$ cat src/rtl/inv_mix_columns_iter.sv
// Column-serial AES InvMixColumns: one column per clock through a shared GF(2^8) slice,
// with a valid/ready handshake on both sides and a per-transfer bypass for the last round.
module inv_mix_columns_iter #(
    parameter int BUS_WIDTH = 128
) (
    input  logic                 Clk,
    input  logic                 Rst,
    input  logic                 In_Valid,
    output logic                 In_Ready,
    input  logic [BUS_WIDTH-1:0] Data_In,
    input  logic                 Bypass,
    output logic                 Out_Valid,
    input  logic                 Out_Ready,
    output logic [BUS_WIDTH-1:0] Data_Out,
    output logic                 Busy
);

    if (BUS_WIDTH != 128) begin : g_bad_width
        $error("inv_mix_columns_iter: BUS_WIDTH must be 128");
    end

    typedef enum logic [1:0] {S_IDLE, S_BUSY, S_DONE} state_t;

    state_t                 state_q, state_d;
    logic [1:0]             col_q, col_d;
    logic [BUS_WIDTH-1:0]   buf_q, buf_d;
    logic [BUS_WIDTH-1:0]   res_q, res_d;
    logic                   byp_q, byp_d;
    logic [4:0]             sh;
    logic [7:0]             a [4];
    logic [7:0]             b [4];

    function automatic logic [7:0] xt(input logic [7:0] v);
        return {v[6:0], 1'b0} ^ (v[7] ? 8'h1b : 8'h00);
    endfunction

    function automatic logic [7:0] mul9(input logic [7:0] v);
        return xt(xt(xt(v))) ^ v;
    endfunction

    function automatic logic [7:0] mulb(input logic [7:0] v);
        return xt(xt(xt(v))) ^ xt(v) ^ v;
    endfunction

    function automatic logic [7:0] muld(input logic [7:0] v);
        return xt(xt(xt(v))) ^ xt(xt(v)) ^ v;
    endfunction

    function automatic logic [7:0] mule(input logic [7:0] v);
        return xt(xt(xt(v))) ^ xt(xt(v)) ^ xt(v);
    endfunction

    // Column c sits at bit offset 8*(3-c) within each row word; 3-c is ~c for 2 bits.
    assign sh = {~col_q, 3'b000};

    always_comb begin
        for (int r = 0; r < 4; r++) begin
            a[r] = buf_q[32*r + 32'(sh) +: 8];
        end
        if (byp_q) begin
            for (int r = 0; r < 4; r++) begin
                b[r] = a[r];
            end
        end else begin
            b[0] = mule(a[0]) ^ mulb(a[1]) ^ muld(a[2]) ^ mul9(a[3]);
            b[1] = mul9(a[0]) ^ mule(a[1]) ^ mulb(a[2]) ^ muld(a[3]);
            b[2] = muld(a[0]) ^ mul9(a[1]) ^ mule(a[2]) ^ mulb(a[3]);
            b[3] = mulb(a[0]) ^ muld(a[1]) ^ mul9(a[2]) ^ mule(a[3]);
        end
    end

    assign In_Ready  = !Rst && ((state_q == S_IDLE) || ((state_q == S_DONE) && Out_Ready));
    assign Out_Valid = (state_q == S_DONE);
    assign Busy      = (state_q == S_BUSY);
    assign Data_Out  = res_q;

    always_comb begin
        state_d = state_q;
        col_d   = col_q;
        buf_d   = buf_q;
        byp_d   = byp_q;
        res_d   = res_q;
        case (state_q)
            S_IDLE: begin
                if (In_Valid) begin
                    buf_d   = Data_In;
                    byp_d   = Bypass;
                    col_d   = 2'd0;
                    state_d = S_BUSY;
                end
            end
            S_BUSY: begin
                for (int r = 0; r < 4; r++) begin
                    res_d[32*r + 32'(sh) +: 8] = b[r];
                end
                col_d = col_q + 2'd1;
                if (col_q == 2'd3) begin
                    state_d = S_DONE;
                end
            end
            S_DONE: begin
                // A new state may be taken in the same cycle the result leaves.
                if (Out_Ready) begin
                    if (In_Valid) begin
                        buf_d   = Data_In;
                        byp_d   = Bypass;
                        col_d   = 2'd0;
                        state_d = S_BUSY;
                    end else begin
                        state_d = S_IDLE;
                    end
                end
            end
            default: state_d = S_IDLE;
        endcase
    end

    always_ff @(posedge Clk) begin
        if (Rst) begin
            state_q <= S_IDLE;
            col_q   <= 2'd0;
            buf_q   <= '0;
            byp_q   <= 1'b0;
            res_q   <= '0;
        end else begin
            state_q <= state_d;
            col_q   <= col_d;
            buf_q   <= buf_d;
            byp_q   <= byp_d;
            res_q   <= res_d;
        end
    end

endmodule

$ cat config.mk
export PLATFORM = sky130hd
export DESIGN_NAME = inv_mix_columns_iter
export DESIGN_NICKNAME = d
export VERILOG_FILES = /design/src/rtl/inv_mix_columns_iter.sv
export SDC_FILE = /design/constraint.sdc
export NUM_CORES = 1
export LEC_CHECK = 0
export ABC_CLOCK_PERIOD_IN_PS = 3600
export CAP_MARGIN = 20
export CORE_AREA = 3 3 180 182
export CTS_BUF_LIST = sky130_fd_sc_hd__clkbuf_8
export CTS_CLUSTER_SIZE = 30
export DETAILED_ROUTE_END_ITERATION = 10
export DIE_AREA = 0 0 183 185
export DONT_BUFFER_PORTS = 1
export PLACE_DENSITY_LB_ADDON = 0.15
export REMOVE_ABC_BUFFERS = 1
export SKIP_CTS_REPAIR_TIMING = 1
export SLEW_MARGIN = 10
export SYNTH_ARGS = -nofsm -noshare
export SYNTH_HDL_FRONTEND = slang
export SYNTH_SLANG_ARGS = --single-unit
$ cat constraint.sdc
create_clock -name Clk -period 3.6 [get_ports Clk]
set_clock_uncertainty 0.2 [all_clocks]
set_input_delay 0.9 -clock Clk [delete_from_list [all_inputs] [get_ports Clk]]
set_output_delay 0.9 -clock Clk [all_outputs]
set_load 0.02 [all_outputs]
==> impl_metrics.ini <==
[outcome]
status = finished clean

[cts]
cts_sinks = 261
cts.path.max_buffers = 3
htree_levels = 2
clock_latency_ns = 0.57
clk_pin_slew_ns = 0.07
cts-root-buf = clkbuf_8
cts_tree = done
cts_made_buffers = 46

[placed_design]
dpl-instance-area_um2 = 14900
detailedPlace.worstSlack_ns = -0.281
dp.cells = 1941
io_buffers = 0
gp_congestion = 0.916
dp_hpwl_um = 33300

[flow_run]
cap_violations = 0

[finish]
fin_cells = 2063
area_growth_syn_to_layout_pct = 23.3
nets = 1774
diodes = 0
drive_gt1_share_pct = 25.9
stdcell_area_um2 = 16800
final_util_pct = 54.5

[pwr]
switchingPower_w = 0.00461
p_leak_nw = 6.72
power_w = 0.0122
power.internal_w = 0.00756
p_sw_share_pct = 37.9
p_comb_share_pct = 49.6
p_clk_share_pct = 23.7
powerDensity_nw_per_um2 = 726
peakVddDrop_v = 0.000411
seqPwrFrac_pct = 26.7

[synth]
async_reset_ff_share_pct = 0
syn_area_per_cell_um2 = 9.03
yosysMostFrequentCell = nand2_1
synth-seq-cells = 261
yosysUniqueCellTypes = 55
synth_flop_cell = dfxtp_1
synthTopCellsByArea = dfxtp_1 38%, nand2_1 8.8%, a21oi_1 6.0%
ys_warn_count = 0
yosysTopAreaCell = dfxtp_1
netlist_area_um2 = 13600
synth_cells = 1505
yosysSeqAreaShare_pct = 38.4
synthTopCellsByCount = 318 x nand2_1, 261 x dfxtp_1, 164 x a21oi_1, 129 x nor2_1, 103 x clkbuf_1
synth_edf_count = 0
synth_top_area_share_pct = 38.4

[die]
start_util_pct = 44.2
dieArea_um2 = 33900
ios = 264
die_w_um = 183
rows = 64
die_h_um = 185
core_um2 = 30700

[sta]
final-hold-violation-count = 0
drv_slew = 0
final-setup-viol-count = 0
finalWorstSetupSlack_ns = 0.00936
worst_pin_slew_ns = 0.804
rsz0062_at_grt = yes
finalCritPeriodShare_pct = 99.7
slew_headroom_pct = 46.3
fmax_mhz = 279
fin_crit_ns = 3.59

[critical_path]
startpoint_type = register
cp-end-kind = register
cp_max_fo = 6
cp_data_arrival_time_ns = 3.83
cp.required_ns = 3.84
critPathKind = reg -> reg

[min_path]
hp-class = in -> reg

[global_route]
use_met3_pct = 9.21
busiest_layer = met2
grt_overflow = 0
antenna_found_initial = 0
grt_pass1_vias = 11184
met1_usage_pct = 35.4
grtUsageMet2_pct = 40.5
grt_first_pass_wirelength_um = 69100
grt_start_max_net_pins = 222
track_usage_pct = 26.4

[detailed_routing]
ant_nets = 0
firstDrtPassIters = 5
drc = 0
wl_um = 46700
drtIter0Drc = 888
dr_total_vias = 11777
vias_per_cell = 5.71
wl_per_cell_um = 22.6
## placed cells by master, fill, tap and decap left out, drive strengths merged, types with 17 or more instances in the layout
cell / synthesis / final
nand2: 318 / 318
dfxtp: 261 / 261
buf: 31 / 213
a21oi: 165 / 165
nor2: 130 / 130
xnor2: 98 / 98
clkbuf: 103 / 64
a22oi: 61 / 61
o21ai: 59 / 59
a221oi: 39 / 39
mux4: 32 / 32
xnor3: 32 / 32
xor2: 27 / 27
inv: 6 / 19
nor3: 17 / 17
## state kept, by name, indices dropped and copies added, names as in the netlist
signal / cells
byp_q: 1
Data_Out: 128
state_q: 2
buf_q: 128
col_q: 2
## routing by layer
layer	wire, um	part of all wire [%]	up-vias
li1	-	-	5509
met4	1420	3.0	0
met1	19600	42	5684
met3	4840	10	79
met5	0	0	-
met2	20900	45	505
## worst max-delay path: stages, from the launching register on
cell,delay [ns]
dfxtp_4,0.40
buf_12,0.15
clkbuf_16,0.16
buf_4,0.11
mux4_2,0.57
xnor2_2,0.15
xnor3_2,0.47
xor3_2,0.49
xnor2_4,0.32
buf_6,0.14
o22ai_1,0.07
o21ai_1,0.15
a21oi_1,0.08
## worst paths after layout
path | endpoint | slack (ns) | cells past startpoint | from
worst max register to register | Data_Out[59] | 0.009 | 12 | col_q[0]
worst max-delay path | Data_Out[59] | 0.009 | 12 | col_q[0]
worst min-delay path | buf_q[121] | 0.23 | 1 | Rst
worst min register to register | buf_q[103] | 0.25 | 2 | buf_q[103]
## power groups by stage
stage / registers (W) / logic, W / clock network, W
6_report: 0.00325 / 0.00604 / 0.00289
4_1_cts: 0.00325 / 0.00520 / 0.00295
3_3_place_gp: 0.00331 / 0.00516 / 0
5_1_grt: 0.00326 / 0.00632 / 0.00310
3_5_place_dp: 0.00332 / 0.00518 / 0
2_1_floorplan: 0.00328 / 0.00281 / 0
## cell type report
class	instances	area (um^2)
multi-input combinational	1104	8210
timing repair buffer	214	1810
clock inverter	19	118
fill	2874	14000
clock buffer	63	867
sequential	261	5230
tap	396	495
inverter	6	22.5
## kinds of logic (layout without fill, tap and decap cells)
group                      after synthesis  count (layout)  synth area share [%]
AOI/OAI and AO/OA                      382             382                  17.9
DFF                                    261             261                  38.4
xor gates and xnor gates               169             169                  17.3
muxes                                   41              41                  6.09
and+or+nand+nor                        504             504                  14.7
adders and majority gates                8               8                 0.736
buffers and inverters                  140             302                  4.79
## metrics by stage
step / TNS [ns] / hold WS, ns
floorplan: -148.26 / 0.227
global placement: -5.87 / 0.238
detailed placement: -6.45 / 0.243
CTS: -8.49 / 0.203
global route: -1.73 / 0.191
finish: 0 / 0.229
Note: power is estimated with default switching activity, not from simulation.
